`src/rtl/bip_datapath_if.sv`:
```
// Datapath bus: decoder controls, instruction word, data-memory port
// and the architectural state reported back to the rest of the CPU.
interface bip_datapath_if #(
    parameter int PC_W   = 11,
    parameter int DATA_W = 16,
    parameter int OPC_W  = 5
);
    logic [OPC_W+PC_W-1:0] instr;
    logic                  WrPC;
    logic [1:0]            SelA;
    logic                  SelB;
    logic                  WrAcc;
    logic                  Op;
    logic                  WrRam;
    logic                  RdRam;
    logic [DATA_W-1:0]     dm_rd_data;
    logic [PC_W-1:0]       pc;
    logic [PC_W-1:0]       dm_addr;
    logic [DATA_W-1:0]     dm_wr_data;
    logic                  dm_we;
    logic                  dm_re;
    logic [DATA_W-1:0]     acc;
    logic [15:0]           cycles;
    logic                  halted;
    logic                  halt_pulse;

    // Decoder / memory / reporting side
    modport master (
        output instr, WrPC, SelA, SelB, WrAcc, Op, WrRam, RdRam, dm_rd_data,
        input  pc, dm_addr, dm_wr_data, dm_we, dm_re, acc, cycles, halted, halt_pulse
    );

    // Datapath side
    modport slave (
        input  instr, WrPC, SelA, SelB, WrAcc, Op, WrRam, RdRam, dm_rd_data,
        output pc, dm_addr, dm_wr_data, dm_we, dm_re, acc, cycles, halted, halt_pulse
    );
endinterface

```
`src/rtl/bip_datapath.sv`:
```
// Accumulator CPU datapath: PC, accumulator, ALU, halt FSM and cycle counter.
module bip_datapath #(
    parameter int PC_W   = 11,
    parameter int DATA_W = 16,
    parameter int OPC_W  = 5
) (
    input  logic           clk,
    input  logic           reset,
    input  logic           enable,
    bip_datapath_if.slave  bus
);
    typedef enum logic {RUN = 1'b0, HALT = 1'b1} state_t;

    state_t            state, stateNext;
    logic [PC_W-1:0]   pcReg;
    logic [DATA_W-1:0] accReg, accNext, imm, opB, aluRes;
    logic [15:0]       cycleCnt;
    logic              haltPulse;
    logic              active, isHlt;
    logic [OPC_W-1:0]  opcode;

    assign opcode = bus.instr[OPC_W+PC_W-1:PC_W];
    assign imm    = {{(DATA_W-PC_W){bus.instr[PC_W-1]}}, bus.instr[PC_W-1:0]};
    assign active = enable && (state == RUN);
    // Opcode 0 with no PC advance is HLT; a nonzero opcode with WrPC=0 just stalls.
    assign isHlt  = active && (opcode == '0) && !bus.WrPC;

    assign opB    = bus.SelB ? imm : bus.dm_rd_data;
    assign aluRes = bus.Op ? (accReg + opB) : (accReg - opB);

    // Accumulator source mux; SelA=3 is reserved and holds
    always_comb begin
        accNext = accReg;
        case (bus.SelA)
            2'd0:    accNext = bus.dm_rd_data;
            2'd1:    accNext = imm;
            2'd2:    accNext = aluRes;
            default: accNext = accReg;
        endcase
    end

    // Halt FSM next state: HALT is only left through reset
    always_comb begin
        stateNext = state;
        if (isHlt)
            stateNext = HALT;
    end

    // Halt FSM state register
    always_ff @(posedge clk) begin
        if (reset)
            state <= RUN;
        else
            state <= stateNext;
    end

    // Halt entry pulse, cleared on any cycle that is not the HLT edge
    always_ff @(posedge clk) begin
        if (reset)
            haltPulse <= 1'b0;
        else
            haltPulse <= isHlt;
    end

    // Program counter, accumulator and saturating cycle counter
    always_ff @(posedge clk) begin
        if (reset) begin
            pcReg    <= '0;
            accReg   <= '0;
            cycleCnt <= '0;
        end else if (active) begin
            if (bus.WrPC)
                pcReg <= pcReg + 1'b1;
            if (bus.WrAcc && !isHlt)
                accReg <= accNext;
            if (cycleCnt != 16'hFFFF)
                cycleCnt <= cycleCnt + 16'd1;
        end
    end

    assign bus.pc         = pcReg;
    assign bus.acc        = accReg;
    assign bus.cycles     = cycleCnt;
    assign bus.halted     = (state == HALT);
    assign bus.halt_pulse = haltPulse;
    assign bus.dm_addr    = bus.instr[PC_W-1:0];
    assign bus.dm_wr_data = accReg;
    assign bus.dm_we      = bus.WrRam && active;
    assign bus.dm_re      = bus.RdRam && active;
endmodule

```
`src/flat_wrapper.sv`:
```
// flat-port wrapper written by rule: the top's interface ports become plain ports
module bip_datapath_flat 
#(
    parameter int PC_W   = 11,
    parameter int DATA_W = 16,
    parameter int OPC_W  = 5
)
  (clk, reset, enable, bus_instr, bus_WrPC, bus_SelA, bus_SelB, bus_WrAcc, bus_Op, bus_WrRam, bus_RdRam, bus_dm_rd_data, bus_pc, bus_dm_addr, bus_dm_wr_data, bus_dm_we, bus_dm_re, bus_acc, bus_cycles, bus_halted, bus_halt_pulse);
  bip_datapath_if #(.PC_W(PC_W), .DATA_W(DATA_W), .OPC_W(OPC_W)) bus_i ();
  input  logic clk;
  input  logic reset;
  input  logic enable;
  input wire logic [$bits(bus_i.instr)-1:0] bus_instr;
  input wire logic [$bits(bus_i.WrPC)-1:0] bus_WrPC;
  input wire logic [$bits(bus_i.SelA)-1:0] bus_SelA;
  input wire logic [$bits(bus_i.SelB)-1:0] bus_SelB;
  input wire logic [$bits(bus_i.WrAcc)-1:0] bus_WrAcc;
  input wire logic [$bits(bus_i.Op)-1:0] bus_Op;
  input wire logic [$bits(bus_i.WrRam)-1:0] bus_WrRam;
  input wire logic [$bits(bus_i.RdRam)-1:0] bus_RdRam;
  input wire logic [$bits(bus_i.dm_rd_data)-1:0] bus_dm_rd_data;
  output wire logic [$bits(bus_i.pc)-1:0] bus_pc;
  output wire logic [$bits(bus_i.dm_addr)-1:0] bus_dm_addr;
  output wire logic [$bits(bus_i.dm_wr_data)-1:0] bus_dm_wr_data;
  output wire logic [$bits(bus_i.dm_we)-1:0] bus_dm_we;
  output wire logic [$bits(bus_i.dm_re)-1:0] bus_dm_re;
  output wire logic [$bits(bus_i.acc)-1:0] bus_acc;
  output wire logic [$bits(bus_i.cycles)-1:0] bus_cycles;
  output wire logic [$bits(bus_i.halted)-1:0] bus_halted;
  output wire logic [$bits(bus_i.halt_pulse)-1:0] bus_halt_pulse;
  assign bus_i.instr = bus_instr;
  assign bus_i.WrPC = bus_WrPC;
  assign bus_i.SelA = bus_SelA;
  assign bus_i.SelB = bus_SelB;
  assign bus_i.WrAcc = bus_WrAcc;
  assign bus_i.Op = bus_Op;
  assign bus_i.WrRam = bus_WrRam;
  assign bus_i.RdRam = bus_RdRam;
  assign bus_i.dm_rd_data = bus_dm_rd_data;
  assign bus_pc = bus_i.pc;
  assign bus_dm_addr = bus_i.dm_addr;
  assign bus_dm_wr_data = bus_i.dm_wr_data;
  assign bus_dm_we = bus_i.dm_we;
  assign bus_dm_re = bus_i.dm_re;
  assign bus_acc = bus_i.acc;
  assign bus_cycles = bus_i.cycles;
  assign bus_halted = bus_i.halted;
  assign bus_halt_pulse = bus_i.halt_pulse;
  bip_datapath #(.PC_W(PC_W), .DATA_W(DATA_W), .OPC_W(OPC_W)) u_core (.clk(clk), .reset(reset), .enable(enable), .bus(bus_i));
endmodule
```
`config.mk`:
```
export PLATFORM = sky130hd
export DESIGN_NAME = bip_datapath_flat
export DESIGN_NICKNAME = d
export VERILOG_FILES = /design/src/rtl/bip_datapath_if.sv /design/src/rtl/bip_datapath.sv /design/src/flat_wrapper.sv
export SDC_FILE = /design/constraint.sdc
export NUM_CORES = 1
export LEC_CHECK = 0
export CAP_MARGIN = 20
export CORE_AREA = 2 2 91 93
export CTS_CLUSTER_DIAMETER = 30
export DETAILED_ROUTE_END_ITERATION = 6
export DIE_AREA = 0 0 93 95
export GPL_TIMING_DRIVEN = 0
export MAX_ROUTING_LAYER = met4
export PLACE_DENSITY = 0.82
export RECOVER_POWER = 50
export REMOVE_ABC_BUFFERS = 1
export SYNTH_ARGS = -nofsm -noshare
export SYNTH_HDL_FRONTEND = slang
export SYNTH_SLANG_ARGS = --single-unit
```
`constraint.sdc`:
```
create_clock -name clk -period 9.7 [get_ports clk]
set_clock_uncertainty 0.05 [all_clocks]
set_input_delay 1.94 -clock clk [delete_from_list [all_inputs] [get_ports clk]]
set_output_delay 1.94 -clock clk [all_outputs]
set_load 0.02 [all_outputs]
```
==> results of run 1 <==
tightest hold or removal path, cell delays in order (launching register included):
cell	delay [ns]
dfxtp_1	0.34
o21ai_0	0.07
a21oi_1	0.06
path summary, 6_finish.rpt:
| kind | endpoint | slack (ns) | cells past startpoint |
|---|---|---|---|
| worst max register to register | u_core.bus.acc[12] | 6.95 | 9 |
| worst max-delay path | u_core.bus.acc[14] | 3.42 | 15 |
| worst min-delay path | u_core.bus.pc[9] | 0.45 | 2 |
| worst min register to register | u_core.bus.pc[9] | 0.45 | 2 |
where the power goes:
part / total (mW) / leakage [nW] / switching [mW] / internal [mW]
combinational: 0.188 / 1.62 / 0.105 / 0.0832
sequential: 0.197 / 0.365 / 0.00726 / 0.190
clock: 0.144 / 0.0540 / 0.0692 / 0.0751
total: 0.530 / 2.04 / 0.181 / 0.348
flip-flops by register name (all words and copies together) (netlist names):
name,flops
u_core.bus.acc,16
u_core.bus.halted,1
u_core.bus.pc,11
u_core.bus.cycles,16
u_core.bus.halt_pulse,1
routing by layer:
layer | up-vias | routed length, um | track usage
met3 | 21 | 765 | 0.0343
met1 | 1961 | 4890 | 0.328
met2 | 172 | 5330 | 0.444
met5 | - | 0 | -
li1 | 1985 | - | -
met4 | 0 | 208 | 0.0821
Yosys cell counts (all sizes together), types with 3 or more instances:
cell type,number,area (um^2)
xor2,18,158
nor4,4,31.3
nor3,18,95.1
nand3b,5,37.5
o31ai,3,36.3
nand4,11,68.8
and2,3,18.8
o2111ai,3,26.3
a2111oi,3,32.5
nand2b,12,82.6
nand3,17,85.1
clkbuf,13,48.8
o211ai,7,57.6
or2,3,18.8
nor3b,10,91.3
a31oi,6,37.5
o22ai,4,25.0
inv,18,67.6
a21oi,34,170
or3,9,61.3
and4,3,26.3
xnor2,18,158
nor2,57,214
o21a,6,45.0
nand2,36,135
and3,7,43.8
o21ai,21,105
ha,24,300
a311oi,3,32.5
dfxtp,45,901
a221o,5,50.1
buf,35,250
mux2i,15,154
cell type report:
type	instances	area share
well taps	105	0.0258
clock buffers	5	0.0135
clock inverters	2	0.00689
inverters	18	0.0133
flip-flops and latches	45	0.177
multi-input cells	399	0.531
repair buffers	117	0.233
cell families (layout without fill, tap and decap cells):
logic type / after synthesis / count (layout)
simple gates: 203 / 203
compound gates: 118 / 118
buf+inv: 66 / 142
flops: 45 / 45
xor+xnor: 36 / 36
fa+ha+maj: 25 / 25
mux: 17 / 17
stage by stage:
step / power (mW) / setup slack (ns) / instance area [um^2] / util / instances
after floorplan: 0.307 / 4.84 / 3680 / - / 462
after global placement: 0.384 / 2.80 / 4970 / 0.627 / 683
after detailed placement: 0.389 / 3.23 / 4990 / 0.630 / 684
after CTS: 0.532 / 3.54 / 5100 / 0.643 / 691
after global routing: 0.558 / 3.25 / 5080 / 0.641 / 691
final: 0.530 / 3.42 / 5080 / 0.641 / 691
==> metrics, run 1 <==
Skew-Pair Late Insertion Delay=0.30 ns; Critical Path Fanout Max=14; TritonCTS clock tree=yes; DR WL/cell=16.2 um; largest family of logic cells by synthesized area=simple AND/OR/NAND/NOR gates; final setup vio count=0; Post-synth EDFFs=0; minimum clock period=6.28 ns; critical path required time=9.87 ns; drt pass-1 iters=6; Worst path max stage delay=1.01 ns; core area=slightly below 8000 um^2; Crit. End Element=flop; max_cap viols=0; Pins Over Slew Limit=0; Slew @ Worst Pin=1.26 ns; pin count of the biggest net entering global routing=47; Seq/Total Area, Yosys=0.226; WHS=about 0.45 ns; Final GP Congestion=around 0.90; Post-CTS Hold Fix Bufs=0; Post-CTS Resized=0; reg2reg start=u_core.bus.acc[0]; CTS Buf Count=5; Avg Vias per Cell=5.99; Antenna Cells=0; postcts setup bufs=0; fill cell count=701; multi-input logic area=2700 um^2; Critical Path Start=bus_SelB; DRC violation total after the first TritonRoute iteration=250; post-synthesis mux area share=0.0443; Ys Warns=0; hold wc startpoint=u_core.bus.pc[9]; max_slew headroom=0.141; Slowest-stage cell, CP=clkdlybuf4s50_1; ys flop type=dfxtp_1; XOR/XNOR Fraction of Synth Area=0.0792; clock sinks=45; RSZ-0062 raised after global routing=no; FF+latch count, synth=45; num ports=117; Synth Cell Area=3980 um^2; DRT Wirelength=11200 um; post-layout net count=654; vias after detailed routing=4139; Worst Path Buf+Inv=1; vias in the first global route=3903; Pwr Density=104 nW/um^2; first-pass GRT wire length=18400 um; status=completed; TNS Setup=0 ns; DRT antenna net count=0; Die Span Y=95 um; Synth Area in Simple Gates=0.270; clk buf depth=2; timing-limited maximum frequency=159 MHz; GR Util All Layers=0.263; Final period util=0.647; global route overflow=0; Initial Utilization=0.502; Synth Area in Adders=0.0805; critical path cell sequence=clkdlybuf4s50_1, mux2i_1, ha_1, o221ai_2, or3_4, o31ai_4, xnor2_1, o21a_1, ha_1, a21oi_1, a21oi_1, a311oi_1, o21ai_0, or2_2, a31oi_1; Cell variety after synth=73; total die area=roughly 9000 um^2; crit-path leading delay family=compound AO/OA/AOI/OAI gates; HPWL after DPL=8340 um; crit path launch type=input pin; commonest non-fill, non-tap cell in the layout=clkdlybuf4s50_1; Arr. time, crit path=6.45 ns; drt drc=0; worst hold path class=flop to flop; crit path kind=input pin to flop; number of port buffers=116; Die X=approximately 93 um; Mapped Avg Cell Area=7.80 um^2; Hold Fails Final Rpt=0; post-synthesis compound-gate area fraction=0.207; Storage cell area=901 um^2; layout cells sized above 1=0.0392; FP Rows=33; antenna violations before repair=0; most frequent cells in the layout=clkdlybuf4s50_1, nor2_1, dlygate4sd3_1, dfxtp_1, nand2_1; Area Growth Syn to Fin=27.8%; H-tree levels=2; Lkg Pwr=2.04 nW; clock root buffer master=clkbuf_8; Clock transition at path regs=approximately 0.10 ns; Post-Syn Instances=a little over 500; maximum VDD drop=between 0.08 and 0.09 mV; Synth async-reset ratio=0
Note: power is estimated with default switching activity, not from simulation.
==> run 2: changes to the inputs <==
--- a/config.mk
+++ b/config.mk
@@ -6,13 +6,13 @@
 export NUM_CORES = 1
 export LEC_CHECK = 0
 export CAP_MARGIN = 20
-export CORE_AREA = 2 2 91 93
+export CORE_AREA = 2 2 94 96
 export CTS_CLUSTER_DIAMETER = 30
 export DETAILED_ROUTE_END_ITERATION = 6
-export DIE_AREA = 0 0 93 95
+export DIE_AREA = 0 0 96 98
 export GPL_TIMING_DRIVEN = 0
 export MAX_ROUTING_LAYER = met4
-export PLACE_DENSITY = 0.82
+export PLACE_DENSITY = 0.77
 export RECOVER_POWER = 50
 export REMOVE_ABC_BUFFERS = 1
 export SYNTH_ARGS = -nofsm -noshare
==> constraint.sdc (replaced) <==
create_clock -name clk -period 6.5 [get_ports clk]
set_clock_uncertainty 0.05 [all_clocks]
set_input_delay 1.3 -clock clk [delete_from_list [all_inputs] [get_ports clk]]
set_output_delay 1.3 -clock clk [all_outputs]
set_load 0.02 [all_outputs]
==> run 2 against run 1 <==
Compared with the run above: total power up 52%; first-iteration DRC count down 14%; non-clock buffer count unchanged; clock power up 61%; cell area up 0.39%; combinational power up 48%; worst hold slack about the same; global-route usage down 2.0 points.
==> metrics, run 2 (synthesized netlist as in run 1, its figures left out) <==
Sw Ratio=0.339 (was 0.342); Finished Layout Cells=695 (was 691); Worst R2R End=u_core.bus.acc[12] (unchanged); Avg Vias per Cell=5.89 (was 5.99); clock group share of total power=0.288 (was 0.272); WHS=0.454 ns (about the same); post-layout net count=654 (unchanged); Slowest-stage cell, CP=clkdlybuf4s50_1 (unchanged); clock sinks=45 (unchanged); DR WL/cell=16.2 um (about the same); Die Span Y=98 um (was 95 um); minimum clock period=between 5 and 6 ns; Slew @ Worst Pin=1.40 ns (was 1.26 ns); CP Depth=15 (unchanged); fin util=0.603 (was 0.641); postcts setup bufs=0 (unchanged); critical path required time=6.68 ns (was 9.87 ns); vias in the first global route=3886 (was 3903); final setup vio count=0 (unchanged); DR WL met2=5290 um (was 5330 um); Critical Path Start=bus_SelB (unchanged); DP Worst Slack=0.654 ns (was 3.23 ns); P_int=0.533 mW (was 0.348 mW); Pwr Density=158 nW/um^2 (was 104 nW/um^2); multi-input logic area=2700 um^2 (unchanged); Worst path max stage delay=0.99 ns (was 1.01 ns); Worst Path Buf+Inv=1 (unchanged); worst hold path class=flop to flop (unchanged); total die area=9410 um^2 (was 8840 um^2); CTS Buf Count=5 (unchanged); drt drc=0 (unchanged); Die X=96 um (was 93 um); clk buf depth=2 (unchanged); DRT Wirelength=11300 um (was 11200 um); Lkg Pwr=2.05 nW (was 2.04 nW); DRC violation total after the first TritonRoute iteration=214 (was 250); Arr. time, crit path=5.78 ns (was 6.45 ns); total power=0.806 mW (was 0.530 mW); most frequent cells in the layout=clkdlybuf4s50_1, nor2_1, dlygate4sd3_1, dfxtp_1, nand2_1 (unchanged); Finished Cell Area=5100 um^2 (was 5080 um^2); final worst slack=0.905 ns (was 3.42 ns); Initial Utilization=0.470 (was 0.502); FP Rows=34 (was 33); Reg2Reg Depth=9 (unchanged); critical path cell sequence=clkdlybuf4s50_1, mux2i_1, ha_1, o221ai_2, or3_4, o31ai_4, xnor2_1, o21a_1, ha_1, a21oi_1, a21oi_1, a311oi_1, o21ai_0, or2_2, a31oi_1 (unchanged); maximum VDD drop=0.0730 mV (was 0.0845 mV); timing-limited maximum frequency=179 MHz; Antenna Cells=0 (unchanged); max_cap viols=0 (unchanged); crit path kind=input pin to flop (unchanged); DRT antenna net count=0 (unchanged); DRT met1 WL=5010 um (was 4890 um); crit path launch type=input pin (unchanged); crit-path leading delay family=compound AO/OA/AOI/OAI gates (unchanged); met3 WL=765 um (unchanged); Final period util=0.861; RSZ-0062 raised after global routing=no (unchanged); Hold Fails Final Rpt=0 (unchanged); Post-CTS Hold Fix Bufs=0 (unchanged); Pins Over Slew Limit=0 (unchanged); Reg power frac=0.366 (was 0.373); commonest non-fill, non-tap cell in the layout=clkdlybuf4s50_1 (unchanged); Storage cell area=901 um^2 (unchanged); Cells after DPL=687 (was 684); reg2reg start=u_core.bus.acc[0] (unchanged); Crit. End Element=flop (unchanged); first-pass GRT wire length=18200 um (was 18400 um); R2R Setup Slk=3.89 ns (was 6.95 ns); Post-CTS Resized=0 (unchanged); TritonCTS clock tree=yes (unchanged); GR Util All Layers=0.243 (was 0.263); core area=8470 um^2 (was 7930 um^2); layout cells sized above 1=0.0409 (was 0.0392); max_slew headroom=0.0414 (was 0.141); pin count of the biggest net entering global routing=47 (unchanged); number of port buffers=116 (unchanged); HPWL after DPL=8380 um (was 8340 um); clock root buffer master=clkbuf_8 (unchanged); status=completed (unchanged); Critical Path Fanout Max=14 (unchanged); Comb pwr share=0.346 (was 0.355); DR top layer=met4 (unchanged); antenna violations before repair=0 (unchanged); Placement Cell Area=5000 um^2 (was 4990 um^2); Worst setup endpoint=u_core.bus.acc[14] (unchanged); Area Growth Syn to Fin=28.3% (was 27.8%); global route overflow=0 (unchanged); Sw Pwr=0.274 mW (was 0.181 mW); TNS Setup=0 ns (unchanged); H-tree levels=2 (unchanged); Skew-Pair Late Insertion Delay=0.31 ns (was 0.30 ns); Final GP Congestion=0.879 (was 0.901); drt pass-1 iters=5 (was 6); Clock transition at path regs=0.10 ns (about the same); vias after detailed routing=4095 (was 4139); fill cell count=755 (was 701); num ports=117 (unchanged)
## run 2: cell types whose count changed in the layout (fill, tap and decap cells not counted), sizes merged
| cell | previous run | this run |
|---|---|---|
| clkbuf | 5 | 6 |
| clkdlybuf4s50 | 66 | 65 |
| clkinv | 1 | 0 |
| clkinvlp | 0 | 1 |
| dlygate4sd3 | 49 | 50 |
## run 2: tightest hold or removal path, cell delays in order, from the launching register on
cell     delay, ns
dfxtp_1       0.36
nand2_1       0.07
nand2_1       0.05
## run 2: power by group through the flow
stage / sequential (mW) / clock (mW) / combinational [mW]
3_5_place_dp: 0.301 / 0 / 0.280
4_1_cts: 0.295 / 0.238 / 0.282
5_1_grt: 0.296 / 0.247 / 0.304
3_3_place_gp: 0.301 / 0 / 0.273
2_1_floorplan: 0.316 / 0 / 0.142
6_report: 0.295 / 0.232 / 0.279
## run 2: worst min path at each step
stage	start	end	cells after the start
after detailed placement	u_core.bus.acc[13]	u_core.bus.acc[13]	2
after CTS	u_core.bus.pc[7]	u_core.bus.pc[7]	2
after global routing	u_core.bus.acc[13]	u_core.bus.acc[13]	2
after floorplan	u_core.bus.pc[5]	u_core.bus.pc[5]	2
final	u_core.bus.acc[13]	u_core.bus.acc[13]	2
after global placement	u_core.bus.pc[5]	u_core.bus.pc[5]	2
## run 2: final cells by class
type | count | share of cell area
multi-input cells | 399 | 0.528
repair buffers | 117 | 0.232
flip-flops and latches | 45 | 0.176
well taps | 108 | 0.0265
clock buffers | 6 | 0.0162
inverters | 18 | 0.0132
clock inverters | 2 | 0.00735
## run 2: routing by layer
metal | up-vias | track usage
met5 | - | -
met4 | 0 | 0.0813
met3 | 20 | 0.0285
met2 | 182 | 0.382
met1 | 1905 | 0.321
li1 | 1988 | -
==> run 3: changes to the inputs <==
--- a/config.mk
+++ b/config.mk
@@ -6,13 +6,13 @@
 export NUM_CORES = 1
 export LEC_CHECK = 0
 export CAP_MARGIN = 20
-export CORE_AREA = 2 2 94 96
+export CORE_AREA = 2 2 130 132
 export CTS_CLUSTER_DIAMETER = 30
 export DETAILED_ROUTE_END_ITERATION = 6
-export DIE_AREA = 0 0 96 98
+export DIE_AREA = 0 0 132 134
 export GPL_TIMING_DRIVEN = 0
 export MAX_ROUTING_LAYER = met4
-export PLACE_DENSITY = 0.77
+export PLACE_DENSITY = 0.44
 export RECOVER_POWER = 50
 export REMOVE_ABC_BUFFERS = 1
 export SYNTH_ARGS = -nofsm -noshare
==> run 3 against run 2 <==
Compared with the run above: the run now ends with max-capacitance violations, max-slew violations left; clock-buffer cell count down 1; largest power group unchanged; clock power rose by 19%; sequential power barely moved; critical endpoint unchanged; highest routed layer unchanged.
==> metrics, run 3 (synthesized netlist as in run 1, its figures left out) <==
TNS Setup=0 ns (unchanged); global route overflow=0 (unchanged); HPWL after DPL=9760 um (was 8380 um); reg2reg start=u_core.bus.acc[0] (unchanged); crit path kind=input pin to flop (unchanged); Worst setup endpoint=u_core.bus.acc[14] (unchanged); Avg Vias per Cell=4.87 (was 5.89); Area Growth Syn to Fin=32.5% (was 28.3%); GR Util All Layers=0.149 (was 0.243); Comb pwr share=0.331 (was 0.346); vias after detailed routing=3932 (was 4095); failing checks=max-capacitance violations, max-slew violations; DRT Wirelength=12900 um (was 11300 um); clock root buffer master=clkbuf_16 (was clkbuf_8); Final GP Congestion=0.793 (was 0.879); TritonCTS clock tree=yes (unchanged); most frequent cells in the layout=clkdlybuf4s50_1, nor2_1, dlygate4sd3_1, dfxtp_1, nand2_1 (unchanged); post-layout net count=655 (was 654); commonest non-fill, non-tap cell in the layout=clkdlybuf4s50_1 (unchanged); Crit. End Element=flop (unchanged); critical path required time=6.67 ns (was 6.68 ns); drt drc=0 (unchanged); DRT met1 WL=6480 um (was 5010 um); crit path launch type=input pin (unchanged); DRT antenna net count=0 (unchanged); WHS=0.450 ns (was 0.454 ns); status=complete, but fails checks (was completed); Worst R2R End=u_core.bus.acc[12] (unchanged); pin count of the biggest net entering global routing=38 (was 47); total die area=17700 um^2 (was 9410 um^2); FP Rows=47 (was 34); postcts setup bufs=0 (unchanged); Post-CTS Hold Fix Bufs=0 (unchanged); RSZ-0062 raised after global routing=no (unchanged); final setup vio count=0 (unchanged); Clock transition at path regs=0.07 ns (was 0.10 ns); Sw Ratio=0.353 (was 0.339); DRC violation total after the first TritonRoute iteration=230 (was 214); worst hold path class=flop to flop (unchanged); max_slew headroom=-0.00732 (was 0.0414); CTS Buf Count=5 (unchanged); antenna violations before repair=0 (unchanged); number of port buffers=116 (unchanged); timing-limited maximum frequency=195 MHz (was 179 MHz); clock group share of total power=0.322 (was 0.288); Die X=132 um (was 96 um); Sw Pwr=0.300 mW (was 0.274 mW); num ports=117 (unchanged); Pins Over Slew Limit=1 (was 0); Slew @ Worst Pin=1.47 ns (was 1.40 ns); vias in the first global route=3767 (was 3886); DR top layer=met4 (unchanged); Finished Cell Area=5270 um^2 (was 5100 um^2); clock sinks=45 (unchanged); fin util=0.324 (was 0.603); Final period util=0.789 (was 0.861); drt pass-1 iters=4 (was 5); DR WL/cell=16.0 um (was 16.2 um); maximum VDD drop=0.0814 mV (was 0.0730 mV); layout cells sized above 1=0.0442 (was 0.0409); Arr. time, crit path=5.30 ns (was 5.78 ns); Reg power frac=0.347 (was 0.366); Antenna Cells=0 (unchanged); clk buf depth=2 (unchanged); max_cap viols=1 (was 0); Critical Path Start=bus_SelB (unchanged); DR WL met2=5710 um (was 5290 um); Pwr Density=162 nW/um^2 (was 158 nW/um^2); first-pass GRT wire length=20500 um (was 18200 um); H-tree levels=2 (unchanged); fill cell count=1755 (was 755); Hold Fails Final Rpt=0 (unchanged); Skew-Pair Late Insertion Delay=0.31 ns (about the same); Critical Path Fanout Max=37 (was 14); Post-CTS Resized=0 (unchanged); Die Span Y=134 um (was 98 um); minimum clock period=5.13 ns (was 5.60 ns); Initial Utilization=0.244 (was 0.470); Placement Cell Area=5130 um^2 (was 5000 um^2); P_int=0.552 mW (was 0.533 mW); Reg2Reg Depth=9 (unchanged); core area=16300 um^2 (was 8470 um^2); met3 WL=614 um (was 765 um); Lkg Pwr=2.05 nW (about the same); total power=0.852 mW (was 0.806 mW); R2R Setup Slk=3.82 ns (was 3.89 ns)
==> run 3: cell types whose count changed in the layout (fill, tap and decap cells not counted) <==
cell | before | now
clkbuf_8 | 6 | 0
clkbuf_16 | 0 | 5
dlygate4sd3_1 | 50 | 46
clkdlybuf4s50_1 | 65 | 68
buf_12 | 0 | 1
buf_16 | 1 | 0
buf_2 | 1 | 2
buf_6 | 0 | 1
bufinv_16 | 1 | 0
clkinv_2 | 0 | 1
inv_6 | 0 | 1
==> run 3: layout make-up <==
type                            count  area (um^2)  share of cell area
Multi-Input combinational cell    399         2700               0.512
Sequential cell                    45          901               0.171
Clock buffer                        5          125              0.0237
Clock inverter                      3         21.3             0.00404
Timing Repair Buffer              118         1180               0.224
Tap cell                          220          275              0.0522
Inverter                           18         67.6              0.0128
==> run 3: power by group through the flow <==
stage          Clock, mW  Combinational, mW  Sequential [mW]
5_1_grt            0.295              0.310            0.297
6_report           0.275              0.282            0.296
2_1_floorplan          0              0.142            0.316
3_3_place_gp           0              0.284            0.302
3_5_place_dp           0              0.285            0.303
4_1_cts            0.288              0.286            0.296
==> run 3: worst min path at each step <==
| stage | from | cells past startpoint | endpoint |
|---|---|---|---|
| final | u_core.bus.pc[5] | 2 | u_core.bus.pc[5] |
| after detailed placement | u_core.bus.acc[13] | 2 | u_core.bus.acc[13] |
| after global placement | u_core.bus.pc[5] | 2 | u_core.bus.pc[5] |
| after floorplan | u_core.bus.pc[5] | 2 | u_core.bus.pc[5] |
| after global routing | u_core.bus.pc[5] | 2 | u_core.bus.pc[5] |
| after CTS | u_core.bus.pc[5] | 2 | u_core.bus.pc[5] |
==> run 3: metrics by stage <==
step / worst slack, ns / std cells
2_1_floorplan: 2.28 / 462
3_3_place_gp: 0.101 / 798
3_5_place_dp: 1.07 / 799
4_1_cts: 1.39 / 807
5_1_grt: 1.08 / 808
6_report: 1.37 / 808
==> run 3: worst max-delay path, cell delays in order <==
cell and delay, ns:
buf_2 0.60, mux2i_1 0.32, ha_1 0.25, o221ai_2 0.15
or3_4 0.44, o31ai_4 0.19, xnor2_1 0.08, o21a_1 0.19
ha_1 0.37, a21oi_1 0.30, a21oi_1 0.12, a311oi_1 0.27
o21ai_0 0.20, or2_2 0.33, a31oi_1 0.17
==> run 3: layer usage <==
layer	global-route usage	vias up
met5	-	-
met1	0.198	1830
met4	0.0368	0
met3	0.0253	8
li1	-	1989
met2	0.236	105
